`src/rtl/adder_16bit_accumulator.sv`:
```
// adder_16bit_accumulator: collects NUM_SAMPLES unsigned 16-bit samples over a
// valid/ready input, sums them through a single adder_16bit, and presents the
// total and a sticky carry-out flag on a valid/ready output.
// Optional build macro: ACCUM_SATURATE_EN clamps the running sum at 16'hFFFF
// on carry-out instead of wrapping.

// 16-bit unsigned adder with carry-out of bit 15 reported as overflow.
module adder_16bit (
  input  logic [15:0] a,
  input  logic [15:0] b,
  input  logic        carry_in,
  output logic [15:0] sum,
  output logic        overflow
);
  logic [16:0] w_full;

  assign w_full   = {1'b0, a} + {1'b0, b} + {16'd0, carry_in};
  assign sum      = w_full[15:0];
  assign overflow = w_full[16];
endmodule

module adder_16bit_accumulator #(
  parameter int NUM_SAMPLES = 4,
  parameter int CNT_WIDTH   = 16
) (
  input  logic        clk,
  input  logic        rst,
  input  logic        clear,
  input  logic [15:0] in_data,
  input  logic        in_valid,
  output logic        in_ready,
  output logic [15:0] result,
  output logic        result_overflow,
  output logic        result_valid,
  input  logic        result_ready,
  output logic        busy
);
  typedef enum logic [1:0] {
    ST_IDLE  = 2'd0,
    ST_ACCUM = 2'd1,
    ST_DONE  = 2'd2
  } state_t;

  localparam logic [CNT_WIDTH-1:0] LP_LAST = CNT_WIDTH'(NUM_SAMPLES);
  localparam logic [CNT_WIDTH-1:0] LP_ONE  = CNT_WIDTH'(1);

  state_t               r_state;
  logic [15:0]          r_acc;
  logic [CNT_WIDTH-1:0] r_count;
  logic                 r_ovf_sticky;
  logic [15:0]          r_result;
  logic                 r_result_overflow;
  logic                 r_result_valid;

  logic [15:0]          w_adder_a;
  logic [15:0]          w_sum;
  logic                 w_ovf;
  logic [15:0]          w_acc_next;
  logic                 w_sticky_next;
  logic                 w_last;
  logic                 w_accept;

  // The first sample of a frame is loaded by adding it to zero, so the
  // adder remains the only arithmetic path into the accumulator.
  assign w_adder_a = (r_state == ST_IDLE) ? 16'd0 : r_acc;

  adder_16bit u_adder (
    .a        (w_adder_a),
    .b        (in_data),
    .carry_in (1'b0),
    .sum      (w_sum),
    .overflow (w_ovf)
  );

  assign in_ready = (r_state != ST_DONE);
  assign busy     = (r_state != ST_IDLE);
  assign w_accept = in_valid & in_ready;

  // Next accumulator value, sticky flag and end-of-frame detection.
  always_comb begin
    w_acc_next    = w_sum;
    w_sticky_next = 1'b0;
    w_last        = 1'b0;
`ifdef ACCUM_SATURATE_EN
    if (w_ovf) begin
      w_acc_next = 16'hFFFF;
    end
`endif
    if (r_state == ST_IDLE) begin
      w_sticky_next = 1'b0;
      w_last        = (NUM_SAMPLES == 1);
    end else begin
      w_sticky_next = r_ovf_sticky | w_ovf;
      w_last        = ((r_count + LP_ONE) == LP_LAST);
    end
  end

  // Frame state machine; clear aborts a frame but keeps the last result.
  always_ff @(posedge clk or posedge rst) begin
    if (rst) begin
      r_state           <= ST_IDLE;
      r_acc             <= 16'd0;
      r_count           <= '0;
      r_ovf_sticky      <= 1'b0;
      r_result          <= 16'd0;
      r_result_overflow <= 1'b0;
      r_result_valid    <= 1'b0;
    end else if (clear) begin
      r_state        <= ST_IDLE;
      r_acc          <= 16'd0;
      r_count        <= '0;
      r_ovf_sticky   <= 1'b0;
      r_result_valid <= 1'b0;
    end else begin
      case (r_state)
        ST_IDLE, ST_ACCUM: begin
          if (w_accept) begin
            r_acc        <= w_acc_next;
            r_ovf_sticky <= w_sticky_next;
            r_count      <= (r_state == ST_IDLE) ? LP_ONE : (r_count + LP_ONE);
            if (w_last) begin
              r_state           <= ST_DONE;
              r_result          <= w_acc_next;
              r_result_overflow <= w_sticky_next;
              r_result_valid    <= 1'b1;
            end else begin
              r_state <= ST_ACCUM;
            end
          end
        end
        ST_DONE: begin
          if (r_result_valid && result_ready) begin
            r_state        <= ST_IDLE;
            r_result_valid <= 1'b0;
            r_acc          <= 16'd0;
            r_count        <= '0;
            r_ovf_sticky   <= 1'b0;
          end
        end
        default: begin
          r_state <= ST_IDLE;
        end
      endcase
    end
  end

  assign result          = r_result;
  assign result_overflow = r_result_overflow;
  assign result_valid    = r_result_valid;
endmodule

```
`config.mk`:
```
export PLATFORM = sky130hd
export DESIGN_NAME = adder_16bit_accumulator
export DESIGN_NICKNAME = d
export VERILOG_FILES = /design/src/rtl/adder_16bit_accumulator.sv
export SDC_FILE = /design/constraint.sdc
export NUM_CORES = 1
export LEC_CHECK = 0
export CORE_MARGIN = 2
export CORE_UTILIZATION = 45
export CTS_CLUSTER_DIAMETER = 150
export DETAILED_ROUTE_END_ITERATION = 10
export GPL_ROUTABILITY_DRIVEN = 0
export PLACE_DENSITY = 0.71
export RECOVER_POWER = 50
export SYNTH_ARGS = -nofsm -noshare
export SYNTH_HDL_FRONTEND = slang
export SYNTH_SLANG_ARGS = --single-unit
export TNS_END_PERCENT = 50
```
`constraint.sdc`:
```
create_clock -name clk -period 3.2 [get_ports clk]
set_clock_uncertainty 0.2 [all_clocks]
set_input_delay 0.64 -clock clk [delete_from_list [all_inputs] [get_ports clk]]
set_output_delay 0.64 -clock clk [all_outputs]
set_load 0.01 [all_outputs]
```
==> metrics.md, run 1 <==
| Metric | Value |
|---|---|
| EDFF count, synth | 0 |
| Combinational share of power | between 10% and 20% |
| Pin count of the biggest net entering global routing | 39 |
| Tightest Pin Transition | 0.912 ns |
| Average footprint of a synthesized cell | approximately 9.6 µm² |
| Top-level I/O count | 41 |
| Max Fanout on Critical Path | 7 |
| Most instantiated flip-flop cell in the synthesis netlist | sky130_fd_sc_hd__dfrtp_1 |
| Max Fclk | between 300 and 400 MHz |
| Clock-pin slew of the registers on the worst-case setup and hold paths | around 0.10 ns |
| Overall routing resource usage | between 10% and 20% |
| Core Rows | 31 |
| Setup TNS Final | 0 ns |
| Seq cells post-synth | 53 |
| Required time reported for the critical path endpoint | ~3.2 ns |
| Path type of the worst setup path | flip-flop to flip-flop |
| Synthesized cell area | between 0.003 and 0.004 mm² |
| Max-capacitance violation count | 0 |
| FFs w/ async S/R, synth | between 90% and 100% |
| Average vias per placed instance | 5.65 |
| Syn_nets | slightly below 400 |
| H-Tree Depth | 2 |
| Clock Root Buffer | sky130_fd_sc_hd__clkbuf_8 |
| Post-CTS Hold Buffers | 0 |
| Filler cells | about 660 |
| DRT Pass-1 Iters | 4 |
| CTS tree | yes |
| Setup slack of the critical path after layout | ~0.16 ns |
| Switching portion of total power | ~27% |
| Final core utilization | a little under three fifths |
| HPWL after DPL | between 5 and 6 mm |
| Sequential share of power | 51.3% |
| Total Power Consumption | 0.00139 W |
| Setup WS pre-CTS | -0.191 ns |
| Clock buffers created by TritonCTS | 5 |
| First-iteration detailed-routing DRC count | 180 |
| Chip width | 90.3 µm |
| Initial Utilization | between 40% and 50% |
| PD cells | roughly 340 mW/mm² |
| WP data arrival | slightly above 3 ns |
| Syn-to-layout area delta | 22.4% |
| Layout net count | between 400 and 500 |
| Static leakage power | roughly 1.9 nW |
| Clock network fraction of design power | 30.4% |
| Cells traversed along the worst timing path | nor2_2 > inv_2 > and2_1 > ha_1 > or4_1 > o21a_1 > a31oi_2 > o21ai_1 > a221oi_1 > xnor2_1 > mux2_4 |
| Number of failing setup endpoints in the final timing report | 0 |
| Run status | completed |
| Number of buffers inserted by post-CTS setup repair | 0 |
| Path type of the worst min-delay path | flip-flop to flip-flop |
| Die height | between 90 and 100 µm |
| Drc violations | 0 |
| Most frequent standard cell in the layout excluding fill and tap cells | sky130_fd_sc_hd__dfrtp_1 |
| Critical-path cell with the highest stage delay | sky130_fd_sc_hd__or4_1 |
| Remaining antenna violation count after routing | 0 |
| Min Tclk post-route | between 3 and 4 ns |
| Number of antenna cells inserted | 0 |
| Max Root-Sink Buffers | 2 |
| PortBufs | 40 |
| Setup repair after global routing missed its margin | no |
| Worst skew pair latency | 0.31 ns |
| Vias | 2849 |
| Final Hold Viols | 0 |
| Overall die area | between 0.008 and 0.009 mm² |
| DRT Wirelength | about 7.8 mm |
| Synth Instances | between 300 and 400 |
| Number of cells in the finished layout apart from fillers | between 500 and 600 |
| Syn. warnings | 0 |
| Fraction of final layout cells sized beyond drive strength 1 | between 10% and 20% |
| Largest vdd supply drop | about 0.19 mV |
| Critical path's largest stage delay | a little over 0.5 ns |
| Worst slew margin | between 30% and 40% |
| Setup crit end kind | flip-flop |
| Worst Setup Start Kind | flip-flop |
| Grt ovf | 0 |
| Number of global-route vias before repair | about 2800 |
| Net switching power | between 0.0003 and 0.0004 W |
| CTS sink count | 53 |
| Commonest cells after routing, fill and taps aside | 53 x sky130_fd_sc_hd__dfrtp_1, 32 x sky130_fd_sc_hd__nand2_1, 29 x sky130_fd_sc_hd__clkdlybuf4s50_1 |
| Sequential fraction of the synthesis area | between 30 and 40% |
| Wirelength per Cell | around 15 µm |
| Wire length of the first global-routing pass | roughly 13 mm |
| Number of antenna violations at the first check in global routing | 0 |
| Total internal power | around 0.0010 W |
| # placed instances | a little under 500 |
| Core footprint | roughly 0.0072 mm² |
| Final number of max-transition violations | 0 |
| Post-synth cell types | 56 |
| Period utilisation layout | 95.1% |
==> kinds of logic (layout without fill, tap and decap cells) <==
group	count (synthesis)	after routing	synth area share (%)
AOI/OAI and AO/OA	109	109	22.2
xor gates and xnor gates	18	18	4.70
adders and majority gates	19	19	7.32
buffers and inverters	28	84	4.26
DFF	53	53	39.6
muxes	11	11	4.22
and+or+nand+nor	111	111	17.8
==> worst paths after layout <==
path / startpoint / to / slack (ns) / depth (start not counted)
worst max-delay path: r_state[0] / result[15] / 0.16 / 11
worst min-delay path: result[13] / result[13] / 0.28 / 2
worst max register to register: r_state[0] / result[15] / 0.16 / 11
worst min register to register: result[13] / result[13] / 0.28 / 2
max in group asynchronous: rst / r_count[12] / 0.79 / 3
min in group asynchronous: rst / r_ovf_sticky / 0.77 / 2
==> metrics by stage <==
| step | hold slack, ns | cell area (µm²) |
|---|---|---|
| 2_1_floorplan | 0.240 | 3350 |
| 3_3_place_gp | 0.257 | 4000 |
| 3_5_place_dp | 0.267 | 4000 |
| 4_1_cts | 0.288 | 4110 |
| 5_1_grt | 0.315 | 4100 |
| 6_report | 0.282 | 4100 |
==> cell usage after synthesis (all sizes together) (4+ instances only) <==
cell    number  share of area, %
and2        18               3.4
clkbuf      11               1.2
dfrtp       53                40
ha          18               6.7
nor2        19               2.4
xor2         6               1.6
and3         6               1.1
xnor2       12               3.1
o21a         5               1.1
buf          8               2.0
a211oi       7               1.7
inv          9               1.0
nand2       32               3.6
a21oi       11               1.6
o31ai       10               2.2
o21ai       36               5.4
nor2b        4              0.75
nand4        9               1.9
a21o         4              0.90
a31oi        5              0.93
a22o        13               3.4
mux2        10               3.9
nand3        7               1.2
==> area by class of cell <==
cell class / count / area [µm²] / share of cell area [%]
Multi-Input combinational cell: 268 / 1920 / 46.7
Sequential cell: 53 / 1330 / 32.3
Timing Repair Buffer: 67 / 601 / 14.6
Tap cell: 99 / 124 / 3.02
Clock buffer: 7 / 96.3 / 2.35
Inverter: 9 / 33.8 / 0.823
Clock inverter: 1 / 5.00 / 0.122
==> power groups by stage <==
stage / Sequential, W / Combinational, W / Clock (W)
2_1_floorplan: 0.000727 / 0.000143 / 0
3_3_place_gp: 0.000726 / 0.000254 / 0
3_5_place_dp: 0.000728 / 0.000259 / 0
4_1_cts: 0.000715 / 0.000261 / 0.000431
5_1_grt: 0.000718 / 0.000285 / 0.000451
6_report: 0.000715 / 0.000255 / 0.000424
==> registers in the layout, indices dropped and copies added (netlist names) <==
| register | flops |
|---|---|
| r_acc | 16 |
| r_count | 16 |
| result | 16 |
| r_state | 2 |
| r_ovf_sticky | 1 |
| result_overflow | 1 |
| result_valid | 1 |
==> critical path: cells and delay by family (launching register included) <==
kind / cells / cell delay (ns)
AOI/OAI and AO/OA: 4 / 0.73
xor gates and xnor gates: 1 / 0.13
adders and majority gates: 1 / 0.28
buffers and inverters: 1 / 0.10
DFF: 1 / 0.40
muxes: 1 / 0.27
and+or+nand+nor: 3 / 0.84
==> metal layers <==
layer | GRT usage [%] | routed length (µm) | vias up
met5 | 0 | 0 | -
met4 | 6.28 | 97 | 0
met3 | 2.75 | 255 | 7
met2 | 33.3 | 3700 | 57
met1 | 26.9 | 3710 | 1387
li1 | - | - | 1398
==> timing repair <==
action	4_1_cts	5_1_grt
gates cloned	0	0
pin swaps	0	0
endpoints found under the setup margin	1	7
gates resized for setup	1	4
Power figures use the tool's default switching activity.
==> run 2, diff against run 1 <==
--- a/config.mk
+++ b/config.mk
@@ -12,6 +12,7 @@
 export GPL_ROUTABILITY_DRIVEN = 0
 export PLACE_DENSITY = 0.71
 export RECOVER_POWER = 50
+export SKIP_LAST_GASP = 1
 export SYNTH_ARGS = -nofsm -noshare
 export SYNTH_HDL_FRONTEND = slang
 export SYNTH_SLANG_ARGS = --single-unit
==> results of run 2 <==
The final DEF is identical to that of run 1; final timing and power are the same.
==> run 3, diff against run 2 <==
--- a/config.mk
+++ b/config.mk
@@ -15,5 +15,6 @@
 export SKIP_LAST_GASP = 1
 export SYNTH_ARGS = -nofsm -noshare
 export SYNTH_HDL_FRONTEND = slang
+export SYNTH_HIERARCHICAL = 1
 export SYNTH_SLANG_ARGS = --single-unit
 export TNS_END_PERCENT = 50
==> metrics.md, run 3 <==
| Metric | Value |
|---|---|
| Run status | completed (unchanged) |
| Worst skew pair latency | 0.31 ns (about the same) |
| Number of antenna cells inserted | 0 (unchanged) |
| DRT Pass-1 Iters | 4 (unchanged) |
| H-Tree Depth | 2 (unchanged) |
| Chip width | 91.0 µm (was 90.3 µm) |
| HPWL after DPL | 5.47 mm (was 5.57 mm) |
| Number of cells in the finished layout apart from fillers | 524 (was 504) |
| Overall die area | 0.00828 mm² (was 0.00815 mm²) |
| Syn_nets | 411 (was 389) |
| CTS tree | yes (unchanged) |
| Initial Utilization | 46.7% (was 46.5%) |
| First-iteration detailed-routing DRC count | 79 (was 180) |
| Max-capacitance violation count | 0 (unchanged) |
| Setup repair after global routing missed its margin | yes (was no) |
| Critical-path cell with the highest stage delay | sky130_fd_sc_hd__dfrtp_1 (was sky130_fd_sc_hd__or4_1) |
| Final core utilization | 57.2% (was 56.9%) |
| Main area contributors after synthesis | sky130_fd_sc_hd__dfrtp_1 39%, sky130_fd_sc_hd__nand2_1 6.9%, sky130_fd_sc_hd__o21ai_0 6.2% (was sky130_fd_sc_hd__dfrtp_1 40%, sky130_fd_sc_hd__ha_1 6.7%, sky130_fd_sc_hd__o21ai_0 4.2%) |
| DRT Wirelength | 7.79 mm (was 7.76 mm) |
| Grt ovf | 0 (unchanged) |
| Vias | 2842 (was 2849) |
| Total placed instance area | 0.00402 mm² (was 0.00400 mm²) |
| Most frequent standard cell in the layout excluding fill and tap cells | sky130_fd_sc_hd__nand2_1 (was sky130_fd_sc_hd__dfrtp_1) |
| Core Rows | 31 (unchanged) |
| Worst Setup Start Kind | flip-flop (unchanged) |
| Clock Root Buffer | sky130_fd_sc_hd__clkbuf_8 (unchanged) |
| # placed instances | 512 (was 496) |
| Setup crit end kind | flip-flop (unchanged) |
| Wirelength per Cell | 14.9 µm (was 15.4 µm) |
| Commonest cells after routing, fill and taps aside | 63 x sky130_fd_sc_hd__nand2_1, 53 x sky130_fd_sc_hd__dfrtp_1, 42 x sky130_fd_sc_hd__o21ai_0 (was 53 x sky130_fd_sc_hd__dfrtp_1, 32 x sky130_fd_sc_hd__nand2_1, 29 x sky130_fd_sc_hd__clkdlybuf4s50_1) |
| Most instantiated flip-flop cell in the synthesis netlist | sky130_fd_sc_hd__dfrtp_1 (unchanged) |
| Fraction of final layout cells sized beyond drive strength 1 | 15.5% (was 13.1%) |
| PortBufs | 40 (unchanged) |
| Drc violations | 0 (unchanged) |
| Dominant cell by count in the synthesized netlist | sky130_fd_sc_hd__nand2_1 (was sky130_fd_sc_hd__dfrtp_1) |
| Cells traversed along the worst timing path | nor2_4 > nor2b_2 > fa_2 > fa_2 > a21o_1 > a311oi_2 > o211ai_2 > a21boi_2 > o21ai_2 > nor2_1 > nor2_1 > mux2_4 (was nor2_2 > inv_2 > and2_1 > ha_1 > or4_1 > o21a_1 > a31oi_2 > o21ai_1 > a221oi_1 > xnor2_1 > mux2_4) |
| Final Hold Viols | 0 (unchanged) |
| FFs w/ async S/R, synth | 100% (unchanged) |
| Commonest cells in the synthesized netlist | 63 x sky130_fd_sc_hd__nand2_1, 53 x sky130_fd_sc_hd__dfrtp_1, 42 x sky130_fd_sc_hd__o21ai_0 (was 53 x sky130_fd_sc_hd__dfrtp_1, 32 x sky130_fd_sc_hd__nand2_1, 28 x sky130_fd_sc_hd__o21ai_0) |
| Layout net count | 463 (was 444) |
| Period utilisation layout | 97.0% (was 95.1%) |
| Pin count of the biggest net entering global routing | 51 (was 39) |
| Number of antenna violations at the first check in global routing | 0 (unchanged) |
| Min Tclk post-route | 3.10 ns (was 3.04 ns) |
| Static leakage power | 1.91 nW (was 1.88 nW) |
| Final number of max-transition violations | 0 (unchanged) |
| Seq cells post-synth | 53 (unchanged) |
| Wire length of the first global-routing pass | 13.2 mm (was 13.4 mm) |
| CTS sink count | 53 (unchanged) |
| Average vias per placed instance | 5.42 (was 5.65) |
| Die height | 91.0 µm (was 90.3 µm) |
| Max Fanout on Critical Path | 3 (was 7) |
| Path type of the worst setup path | flip-flop to flip-flop (unchanged) |
| Post-synth cell types | 54 (was 56) |
| Synth Instances | 372 (was 349) |
| Filler cells | 656 (was 658) |
| Top-level I/O count | 41 (unchanged) |
| Overall routing resource usage | 19.3% (was 19.9%) |
| WP data arrival | 3.10 ns (was 3.04 ns) |
| Clock-pin slew of the registers on the worst-case setup and hold paths | 0.10 ns (about the same) |
| EDFF count, synth | 0 (unchanged) |
| Total Power Consumption | 0.00153 W (was 0.00139 W) |
| Average footprint of a synthesized cell | 9.16 µm² (was 9.60 µm²) |
| Required time reported for the critical path endpoint | 3.19 ns (was 3.20 ns) |
| Remaining antenna violation count after routing | 0 (unchanged) |
| Number of failing setup endpoints in the final timing report | 0 (unchanged) |
| Max Fclk | 322 MHz (was 329 MHz) |
| Tightest Pin Transition | 1.26 ns (was 0.912 ns) |
| Largest vdd supply drop | 0.220 mV (was 0.190 mV) |
| Max Root-Sink Buffers | 2 (unchanged) |
| Core footprint | 0.00729 mm² (was 0.00721 mm²) |
| Path type of the worst min-delay path | flip-flop to flip-flop (unchanged) |
| PD cells | 366 mW/mm² (was 340 mW/mm²) |
| Final instance area | 0.00417 mm² (was 0.00410 mm²) |
| Number of global-route vias before repair | 2875 (was 2830) |
| Critical path's largest stage delay | 0.43 ns (was 0.51 ns) |
| Synthesized cell area | 0.00341 mm² (was 0.00335 mm²) |
| Sequential fraction of the synthesis area | 38.9% (was 39.6%) |
| Worst slew margin | 16.1% (was 39.1%) |
| Cell taking the most area after synthesis | sky130_fd_sc_hd__dfrtp_1 (unchanged) |
| Syn-to-layout area delta | 22.4% (about the same) |
| Share of the synthesized area in the top cell type | 38.9% (was 39.6%) |
| Syn. warnings | 6 (was 0) |
| Clock buffers created by TritonCTS | 5 (unchanged) |
==> run 3: final cells by class <==
| class | count | area, µm² | share of cell area (%) |
|---|---|---|---|
| Timing Repair Buffer | 62 | 573 | 13.7 |
| Inverter | 5 | 18.8 | 0.450 |
| Sequential cell | 53 | 1330 | 31.8 |
| Clock inverter | 1 | 5.00 | 0.120 |
| Tap cell | 99 | 124 | 2.97 |
| Multi-Input combinational cell | 297 | 2030 | 48.6 |
| Clock buffer | 7 | 96.3 | 2.31 |
==> run 3: critical path, delay by kind of cell (launching register included) <==
| family | cells | cell delay [ns] |
|---|---|---|
| flops | 1 | 0.43 |
| compound gates | 5 | 1.01 |
| mux | 1 | 0.26 |
| fa+ha+maj | 2 | 0.77 |
| simple gates | 4 | 0.32 |
==> run 3: routing by layer <==
| metal | global-route usage [%] | part of all wire, % |
|---|---|---|
| met5 | 0 | 0 |
| met4 | 4.92 | 0.87 |
| met3 | 3.32 | 2.8 |
| met2 | 34.4 | 50 |
| met1 | 24.2 | 47 |
==> run 3: cells by family (layout without fill, tap and decap cells) <==
| logic type | after synthesis | after routing | synth area share (%) |
|---|---|---|---|
| buffers and inverters | 22 | 75 | 2.94 |
| muxes | 18 | 18 | 6.79 |
| xor gates and xnor gates | 21 | 21 | 5.40 |
| adders and majority gates | 18 | 18 | 7.05 |
| other | 1 | 1 | 0.110 |
| DFF | 53 | 53 | 38.9 |
| AOI/OAI and AO/OA | 93 | 93 | 17.2 |
| and+or+nand+nor | 146 | 146 | 21.6 |
==> run 3: power breakdown <==
| part | total [W] | switching [W] | internal (W) |
|---|---|---|---|
| Sequential | 0.000741 | 0.0000249 | 0.000716 |
| Clock | 0.000422 | 0.000225 | 0.000196 |
| Combinational | 0.000365 | 0.000187 | 0.000178 |
==> run 3: path summary, 6_finish.rpt <==
kind | cells past startpoint | startpoint | end | slack [ns]
worst max-delay path | 12 | r_state[1] | result_overflow | 0.1
worst min-delay path | 2 | r_acc[1] | r_acc[1] | 0.28
worst max register to register | 12 | r_state[1] | result_overflow | 0.1
worst min register to register | 2 | r_acc[1] | r_acc[1] | 0.28
max in group asynchronous | 3 | rst | r_acc[13] | 0.71
min in group asynchronous | 2 | rst | r_count[8] | 0.91
==> run 3: timing repair <==
item                                    in CTS  in global routing
hold buffers                                 0                  0
buffers inserted                             2                  2
resized for setup                            2                  5
pin swaps                                    4                  7
endpoints found under the setup margin       5                  6
==> run 3: metrics by stage <==
stage                     setup slack (ns)  setup TNS [ns]  hold slack, ns
after floorplan                     0.0569               0           0.242
final                               0.0968               0           0.281
after detailed placement            -0.413           -4.33           0.263
after CTS                           0.0350               0           0.286
after global routing               -0.0643          -0.124           0.307
after global placement              -0.404           -3.77           0.255
